[src/rtl/seg7_scan_ctrl.sv]
`default_nettype none
// ============================================================================
// Module   : seg7_scan_ctrl
// Brief    : Multiplexed common-anode seven-segment driver with hex/decimal
//            display, leading-zero blanking and decimal overflow dashes.
// Revision : 1.0
// ============================================================================
module seg7_scan_ctrl #(
   parameter int DATA_W     = 32,
   parameter int NUM_DIGITS = 8,
   parameter int SCAN_DIV   = 100000
) (
   input  logic                  clk,
   input  logic                  rst,
   input  logic                  wr_en,
   input  logic [DATA_W-1:0]     wr_data,
   input  logic                  wr_mode,
   input  logic                  blank_lz,
   output logic                  wr_ack,
   output logic                  busy,
   output logic [NUM_DIGITS-1:0] an,
   output logic [6:0]            seg
);

   localparam int c_NUM_BCD = (DATA_W * 302 + 999) / 1000 + 1;
   localparam int c_BCD_W   = 4 * c_NUM_BCD;
   localparam int c_DISP_W  = 4 * NUM_DIGITS;
   localparam int c_DIV_W   = $clog2(SCAN_DIV);
   localparam int c_IDX_W   = (NUM_DIGITS > 1) ? $clog2(NUM_DIGITS) : 1;
   localparam int c_CNT_W   = $clog2(DATA_W);

   localparam logic [c_DIV_W-1:0] c_DIV_LAST = c_DIV_W'(SCAN_DIV - 1);
   localparam logic [c_IDX_W-1:0] c_IDX_LAST = c_IDX_W'(NUM_DIGITS - 1);
   localparam logic [c_CNT_W-1:0] c_CNT_LAST = c_CNT_W'(DATA_W - 1);

   typedef enum logic [1:0] {
      S_IDLE   = 2'd0,
      S_CONV   = 2'd1,
      S_COMMIT = 2'd2
   } state_t;

   state_t                           r_state, w_state_nxt;
   logic                             w_accept, w_step, w_commit;
   logic [DATA_W-1:0]                r_data;
   logic                             r_mode, r_blank;
   logic [c_BCD_W-1:0]               r_bcd, w_bcd_adj;
   logic [c_CNT_W-1:0]               r_cnt;
   logic [NUM_DIGITS-1:0][6:0]       r_glyph, w_glyph_nxt;
   logic [c_DISP_W-1:0]              w_hex_ext, w_dec_ext;
   logic                             w_bcd_hi_nz, w_ovf, w_nz_seen;
   logic [3:0]                       w_nib;
   logic [c_DIV_W-1:0]               r_div;
   logic [c_IDX_W-1:0]               r_idx;

   function automatic logic [6:0] f_glyph(input logic [3:0] d);
      case (d)
         4'h0: f_glyph = 7'h40;   4'h1: f_glyph = 7'h79;
         4'h2: f_glyph = 7'h24;   4'h3: f_glyph = 7'h30;
         4'h4: f_glyph = 7'h19;   4'h5: f_glyph = 7'h12;
         4'h6: f_glyph = 7'h02;   4'h7: f_glyph = 7'h78;
         4'h8: f_glyph = 7'h00;   4'h9: f_glyph = 7'h10;
         4'hA: f_glyph = 7'h08;   4'hB: f_glyph = 7'h03;
         4'hC: f_glyph = 7'h46;   4'hD: f_glyph = 7'h21;
         4'hE: f_glyph = 7'h06;   default: f_glyph = 7'h0E;
      endcase
   endfunction

   always_ff @(posedge clk) begin
      if (rst) r_state <= S_IDLE;
      else     r_state <= w_state_nxt;
   end

   always_comb begin
      w_state_nxt = r_state;
      w_accept    = 1'b0;
      w_step      = 1'b0;
      w_commit    = 1'b0;
      busy        = 1'b0;
      case (r_state)
         S_IDLE: begin
            if (wr_en) begin
               w_accept    = 1'b1;
               w_state_nxt = wr_mode ? S_CONV : S_COMMIT;
            end
         end
         S_CONV: begin
            busy   = 1'b1;
            w_step = 1'b1;
            if (r_cnt == c_CNT_LAST) w_state_nxt = S_COMMIT;
         end
         S_COMMIT: begin
            w_commit    = 1'b1;
            w_state_nxt = S_IDLE;
         end
         default: w_state_nxt = S_IDLE;
      endcase
   end

   // Double-dabble: add 3 to every BCD digit >= 5 before each left shift.
   always_comb begin
      w_bcd_adj = r_bcd;
      for (int i = 0; i < c_NUM_BCD; i++) begin
         if (r_bcd[4*i +: 4] >= 4'd5) w_bcd_adj[4*i +: 4] = r_bcd[4*i +: 4] + 4'd3;
      end
   end

   always_ff @(posedge clk) begin
      if (rst) begin
         r_data  <= '0;
         r_mode  <= 1'b0;
         r_blank <= 1'b0;
         r_bcd   <= '0;
         r_cnt   <= '0;
         wr_ack  <= 1'b0;
         r_glyph <= {NUM_DIGITS{7'h40}};
      end else begin
         wr_ack <= w_accept;
         if (w_accept) begin
            r_data  <= wr_data;
            r_mode  <= wr_mode;
            r_blank <= blank_lz;
            r_bcd   <= '0;
            r_cnt   <= '0;
         end
         if (w_step) begin
            r_bcd  <= (w_bcd_adj << 1) | c_BCD_W'(r_data[DATA_W-1]);
            r_data <= r_data << 1;
            r_cnt  <= r_cnt + c_CNT_W'(1);
         end
         if (w_commit) r_glyph <= w_glyph_nxt;
      end
   end

   generate
      for (genvar j = 0; j < c_DISP_W; j++) begin : g_ext_bits
         if (j < DATA_W) begin : g_hex_src
            assign w_hex_ext[j] = r_data[j];
         end else begin : g_hex_zero
            assign w_hex_ext[j] = 1'b0;
         end
         if (j < c_BCD_W) begin : g_dec_src
            assign w_dec_ext[j] = r_bcd[j];
         end else begin : g_dec_zero
            assign w_dec_ext[j] = 1'b0;
         end
      end
      if (c_NUM_BCD > NUM_DIGITS) begin : g_ovf
         assign w_bcd_hi_nz = |r_bcd[c_BCD_W-1:c_DISP_W];
      end else begin : g_no_ovf
         assign w_bcd_hi_nz = 1'b0;
      end
   endgenerate

   // Walk from the top digit down so blanking stops at the first nonzero digit.
   always_comb begin
      w_ovf       = r_mode & w_bcd_hi_nz;
      w_nz_seen   = 1'b0;
      w_nib       = 4'd0;
      w_glyph_nxt = '0;
      for (int i = NUM_DIGITS - 1; i >= 0; i--) begin
         w_nib = r_mode ? w_dec_ext[4*i +: 4] : w_hex_ext[4*i +: 4];
         if (w_ovf)
            w_glyph_nxt[i] = 7'h3F;
         else if (r_blank && !w_nz_seen && (w_nib == 4'd0) && (i != 0))
            w_glyph_nxt[i] = 7'h7F;
         else
            w_glyph_nxt[i] = f_glyph(w_nib);
         w_nz_seen = w_nz_seen | (w_nib != 4'd0);
      end
   end

   // The first divider count of every slot drives all anodes off.
   always_ff @(posedge clk) begin
      if (rst) begin
         r_div <= '0;
         r_idx <= '0;
         an    <= '1;
         seg   <= 7'h7F;
      end else begin
         if (r_div == c_DIV_LAST) begin
            r_div <= '0;
            r_idx <= (r_idx == c_IDX_LAST) ? '0 : r_idx + c_IDX_W'(1);
         end else begin
            r_div <= r_div + c_DIV_W'(1);
         end
         if (r_div == '0) begin
            an  <= '1;
            seg <= 7'h7F;
         end else begin
            an  <= ~(NUM_DIGITS'(1) << r_idx);
            seg <= r_glyph[r_idx];
         end
      end
   end

endmodule
`default_nettype wire

[config.mk]
export PLATFORM = sky130hd
export DESIGN_NAME = seg7_scan_ctrl
export DESIGN_NICKNAME = d
export VERILOG_FILES = /design/src/rtl/seg7_scan_ctrl.sv
export SDC_FILE = /design/constraint.sdc
export NUM_CORES = 1
export LEC_CHECK = 0
export CAP_MARGIN = 20
export CORE_MARGIN = 2
export CORE_UTILIZATION = 30
export DETAILED_ROUTE_END_ITERATION = 16
export SLEW_MARGIN = 20
export SYNTH_ARGS = -nofsm -noshare
export SYNTH_HDL_FRONTEND = slang
export SYNTH_SLANG_ARGS = --single-unit
export TNS_END_PERCENT = 10
[constraint.sdc]
create_clock -name clk -period 3.3 [get_ports clk]
set_input_delay 0.33 -clock clk [delete_from_list [all_inputs] [get_ports clk]]
set_output_delay 0.33 -clock clk [all_outputs]
set_load 0.1 [all_outputs]
==> results of run 1 <==
-- Yosys cell counts (5+ instances only) --
| master | n | area [um^2] |
|---|---|---|
| clkbuf_1 | 55 | 206.5 |
| inv_1 | 51 | 191.4 |
| a31oi_1 | 14 | 87.58 |
| xor2_1 | 18 | 157.7 |
| buf_2 | 6 | 30.03 |
| nor2_1 | 131 | 491.7 |
| nand2b_1 | 17 | 106.4 |
| a211oi_1 | 37 | 277.8 |
| xnor2_1 | 19 | 166.4 |
| mux2_2 | 17 | 191.4 |
| a21oi_1 | 117 | 585.6 |
| mux2i_1 | 33 | 330.3 |
| o211ai_1 | 7 | 52.55 |
| o22a_1 | 7 | 61.31 |
| and2_1 | 19 | 118.9 |
| o31ai_1 | 5 | 37.54 |
| nand3_1 | 50 | 250.2 |
| buf_4 | 7 | 52.55 |
| ha_1 | 76 | 950.9 |
| o21ai_0 | 56 | 280.3 |
| mux4_2 | 16 | 360.4 |
| a22oi_1 | 39 | 292.8 |
| nor3_1 | 48 | 240.2 |
| nor2b_1 | 7 | 43.79 |
| a311oi_1 | 16 | 140.1 |
| nand2_1 | 108 | 405.4 |
| dfxtp_1 | 177 | 3543 |
-- state kept, by name, summed over array words and instances (netlist names) --
name and flops:
r_glyph 56, wr_ack 1, seg 7, r_cnt 5, r_idx 3, r_div 17, r_data 32, r_state 2
r_blank 1, r_mode 1, r_bcd 44, an 8
-- worst register-to-register path, cell delays in order (launching register included) --
cell	delay, ns
dfxtp_2	0.60
buf_4	0.30
mux2i_1	0.53
ha_1	0.39
o2111ai_2	0.26
nor4_2	0.39
nor2_2	0.13
a311oi_1	0.24
-- cells by family after synthesis --
family	count (synthesis)	synth area share, %
AOI/OAI and AO/OA	323	20.00
xor gates and xnor gates	37	3.157
adders and majority gates	76	9.265
buffers and inverters	124	5.010
DFF	177	34.52
muxes	66	8.594
and+or+nand+nor	416	19.44
-- power by group --
group | switching (mW) | leakage (nW) | internal [mW]
registers | 0.0832 | 1.44 | 2.22
clock network | 0.922 | 0.314 | 1.30
logic | 0.574 | 2.47 | 0.324
total | 1.58 | 4.22 | 3.85
-- through the flow --
step	std cells	cell area, um^2
2_1_floorplan	1219	10260
3_3_place_gp	1667	11200
3_5_place_dp	1667	11200
4_1_cts	1699	11840
5_1_grt	1700	11870
6_report	1700	11870
-- cell type report --
class,count,share of cell area [%]
Sequential cell,177,29.87
Clock inverter,14,1.697
Timing Repair Buffer,73,5.967
Inverter,52,1.645
Tap cell,448,4.723
Clock buffer,18,3.701
Multi-Input combinational cell,918,52.40
-- placed cells by master (no fill, tap or decap), types with 17 or more instances in the layout --
| master | netlist | final |
|---|---|---|
| buf_4 | 7 | 20 |
| o21ai_0 | 56 | 56 |
| dfxtp_1 | 177 | 176 |
| clkdlybuf4s50_1 | 0 | 51 |
| clkbuf_16 | 0 | 17 |
| a21oi_1 | 117 | 117 |
| xnor2_1 | 19 | 19 |
| a211oi_1 | 37 | 37 |
| nor2_1 | 131 | 130 |
| and2_1 | 19 | 19 |
| nand2_1 | 108 | 108 |
| ha_1 | 76 | 76 |
| a22oi_1 | 39 | 39 |
| inv_1 | 51 | 51 |
| mux2i_1 | 33 | 33 |
| xor2_1 | 18 | 18 |
| nor3_1 | 48 | 48 |
| mux2_2 | 17 | 17 |
| nand3_1 | 50 | 50 |
-- metal layers --
layer | vias to the layer above | track usage [%] | part of all wire, %
li1 | 4409 | - | -
met1 | 4169 | 20.87 | 50
met2 | 222 | 22.10 | 44
met3 | 25 | 2.539 | 4.2
met4 | 0 | 4.297 | 1.4
met5 | - | 0 | 0
-- worst max path at each step --
stage                     slack [ns]  depth (start not counted)   start     endpoint
after floorplan                 0.66                         10  r_mode  r_glyph[15]
after global placement          0.57                          7  r_mode  r_glyph[12]
after detailed placement        0.45                          7  r_mode   r_glyph[7]
after CTS                       0.41                          7  r_mode   r_glyph[9]
after global routing            0.19                          7  r_mode  r_glyph[15]
final                           0.37                          7  r_mode  r_glyph[15]
==> results.toml, run 1 <==
[worst_setup_path]
reg2reg_slack_ns = 0.37
worst_setup_path_start_kind = "flip-flop"
cp_max_fo = 18
crit_buf_inv = 1
cp_slowest_stage_delay_ns = 0.60
worstReg2RegEnd = "r_glyph[15]"
r2r_cells = 7
crit_family = "flip-flops"
worstPathRequired_ns = 3.65
worst_setup_path_end_kind = "flip-flop"
critical_path_class = "reg -> reg"
r2r-start = "r_mode"
arrival_ns = 3.28
cp_slowest_cell = "dfxtp_2"
crit_chain = "buf_4 -> mux2i_1 -> ha_1 -> o2111ai_2 -> nor4_2 -> nor2_2 -> a311oi_1"

[timing]
post-route-min-period_ns = 2.935
setup_viol = 0
fmaxAchievable_mhz = 340.7
relSlewSlack_pct = 31.94
period_share_pct = 88.93
fin_worst_skew_ns = 0.01579
tightestPinTransition_ns = 1.018
fin_ws_ns = 0.3653
rsz0062_at_grt = "no"
holdWs_ns = 0.2032
hold_violations = 0
finalMaxSlewViolations = 0
tns_ns = 0

[yosys]
synth_nets = 1332
synth_edf_count = 0
async_reset_ff_share_pct = 0
synth.avg_cell_area_um2 = 8.420
yosysSeqAreaShare_pct = 34.52
syn_area_mm2 = 0.01026
ys_types = 68
syn_inst = 1219
synthFlopType = "dfxtp_1"
ys_ff_latch = 177
ys_warn_count = 0

[placed_design]
place_ws_ns = 0.4459
gp_congestion = 0.8733
port_buffers = 53
dp_hpwl_mm = 18.24

[routing]
dr.pass1.iters = 5
ant_nets = 0
viasPerCell = 5.191
vias = 8825
post_drt_wl_per_cell_um = 15.30
drt_wl_total_mm = 26.02
remaining_drc_errors = 0
drt_iter0_markers = 612

[clocking]
cts_hold_buffers = 0
clk_pin_slew_ns = 0.07
insertion_delay_ns = 0.45
cts.sinks = 177
cts_setup_buffers = 0
clockBufferDepth = 2
cts_tree = "done"
ctsResizeCount = 0
clock-root-buffer = "clkbuf_16"
cts_inserted_buffers = 17
htree_num_levels = 4

[global_route]
grt_overflow_total = 0
grt_pass1_wl_mm = 42.18
antenna_found_initial = 0
grt_use_total_pct = 14.52
grt_pass1_vias = 8067
grt_max_degree = 147

[outcome]
status = "finished, final reports clean"

[cells_and_area]
drive_gt1_share_pct = 8.946
nets = 1352
regArea_mm2 = 0.003545
fin_util_pct = 35.30
n_antenna_cell = 0
num-fill-cells = 3405
multi_input_area_mm2 = 0.006218
syn_to_final_growth_pct = 15.63

[floorplan]
dieArea_mm2 = 0.03571
die_y_um = 189.0
initial_core_util_pct = 30.53
core_area_mm2 = 0.03362
io_pins = 54
rows = 67
die_x_um = 189.0

[power]
finalPower_mw = 5.425
p_leak_nw = 4.221
p_per_area_mw_per_mm2 = 457.2
peakVddDrop_mv = 0.3837

[hold_path]
min_path_cells = 3
hold_end = "an[7]"
hold_path_class = "in -> reg"
holdCritStartpoint = "rst"

[job]
max_cap_violations = 0
No activity file was read; power rests on OpenSTA's default activity.
==> run 2, diff against run 1 <==
- PLACE_DENSITY: default -> 0.58
==> results.toml, run 2 (same netlist as run 1, synthesis figures left out) <==
[job]
max_cap_violations = 0

[worst_setup_path]
critical_path_class = "reg -> reg"
worst_setup_path_start_kind = "flip-flop"
cp_max_fo = 36
worstPathRequired_ns = 3.64
arrival_ns = 3.19
worst_setup_path_end_kind = "flip-flop"

[placed_design]
place_inst = 1665
gp_congestion = 0.8540
port_buffers = 53
dp_hpwl_mm = 18.34
place_ws_ns = 0.4515

[routing]
dr.pass1.iters = 5
drt_iter0_markers = 707
drt_wl_total_mm = 26.03
remaining_drc_errors = 0
ant_nets = 0
vias = 8639
viasPerCell = 5.094
post_drt_wl_per_cell_um = 15.35

[floorplan]
dieArea_mm2 = 0.03571
initial_core_util_pct = 30.53
rows = 67
die_y_um = 189.0
io_pins = 54
core_area_mm2 = 0.03362
die_x_um = 189.0

[power]
p_sw_share_pct = 29.04
finalPower_mw = 5.272
p_per_area_mw_per_mm2 = 447.8
pwr-share-comb_pct = 16.9
peakVddDrop_mv = 0.3632
p_sw_mw = 1.531
p_leak_nw = 4.163
internal-power_mw = 3.741
p_seq_share_pct = 43.6
clock_power_share_pct = 39.5

[cells_and_area]
largest_register_ffs = 56
n_antenna_cell = 0
layout_common_cells = "176 x dfxtp_1, 130 x nor2_1, 117 x a21oi_1, 108 x nand2_1, 76 x ha_1"
top_register = "r_glyph"
syn_to_final_growth_pct = 14.69
drive_gt1_share_pct = 8.413
reg.largest.list = "r_glyph x56, r_bcd x44, r_data x32"
final_common_cell = "dfxtp_1"
nets = 1349
instances_no_fill = 1696

[clocking]
clockBufferDepth = 2
insertion_delay_ns = 0.44
ctsResizeCount = 0
cts_tree = "done"
clock-root-buffer = "clkbuf_16"
cts_hold_buffers = 0
cts_inserted_buffers = 17
clk_pin_slew_ns = 0.06
htree_num_levels = 4
cts.sinks = 177
cts_setup_buffers = 0

[hold_path]
hold_path_class = "reg -> reg"

[timing]
hold_violations = 0
holdWs_ns = 0.4645
period_share_pct = 86.18
finalMaxSlewViolations = 0
fmaxAchievable_mhz = 351.6
tightestPinTransition_ns = 1.057
fin_worst_skew_ns = 0.01239
relSlewSlack_pct = 29.55
tns_ns = 0
rsz0062_at_grt = "no"
fin_ws_ns = 0.4562
setup_viol = 0
post-route-min-period_ns = 2.844

[global_route]
grt_use_total_pct = 14.76
grt_pass1_wl_mm = 43.08
antenna_found_initial = 0
grt_overflow_total = 0
grt_pass1_vias = 8128
grt_max_degree = 93

[outcome]
status = "finished, final reports clean"
==> run 2: changes by cell type in the layout (fill, tap and decap cells not counted), moves of 2 or more <==
cell | before | now
inv_6 | 4 | 0
clkbuf_1 | 0 | 3
buf_4 | 20 | 18
clkinvlp_4 | 1 | 3
==> run 2: path summary, 6_finish.rpt <==
| kind | cells after the start | slack, ns | from | end |
|---|---|---|---|---|
| setup / recovery | 8 | 0.46 | r_mode | r_glyph[33] |
| hold / removal | 2 | 0.46 | r_bcd[41] | r_bcd[41] |
| setup reg to reg | 8 | 0.46 | r_mode | r_glyph[33] |
| hold reg to reg | 2 | 0.46 | r_bcd[41] | r_bcd[41] |
==> run 2: routing by layer <==
layer | vias up | wire length, um | global-route usage, %
li1 | 4390 | - | -
met1 | 4068 | 13150 | 20.99
met2 | 152 | 11490 | 22.61
met3 | 29 | 922 | 2.669
met4 | 0 | 462 | 4.537
met5 | - | 0 | 0
==> run 2: critical path: stages, from the launching register on <==
cell,delay (ns)
dfxtp_2,0.40
buf_12,0.22
mux2i_1,0.47
ha_1,0.34
nor4b_2,0.33
o221ai_1,0.23
nor3_1,0.28
nor2_1,0.17
a311oi_1,0.32
==> run 2: cell type report <==
type                       count  area [um^2]
clock buffer                  21        450.4
clock inverter                10        136.4
fill                        3459        21840
inverter                      52        195.2
multi-input combinational    918         6218
sequential                   177         3545
tap                          448        560.5
timing repair buffer          70        665.6
==> run 2: stage by stage <==
step / util, % / instance area [um^2]
final: 35.02 / 11770
after global routing: 35.02 / 11770
after CTS: 35.02 / 11770
after floorplan: - / 10260
after global placement: 33.27 / 11180
after detailed placement: 33.27 / 11180
==> run 2: power groups by stage <==
| stage | clock [mW] | sequential [mW] | combinational (mW) |
|---|---|---|---|
| 6_report | 2.08 | 2.30 | 0.893 |
| 5_1_grt | 2.22 | 2.31 | 0.981 |
| 4_1_cts | 2.13 | 2.30 | 0.891 |
| 3_5_place_dp | 0 | 2.35 | 0.886 |
| 3_3_place_gp | 0 | 2.35 | 0.879 |
| 2_1_floorplan | 0 | 2.39 | 0.575 |
==> run 3, diff against run 2 <==
- CTS_CLUSTER_DIAMETER: default -> 40
==> results of run 3 <==
The final DEF is identical to that of run 2; final timing and power are the same.
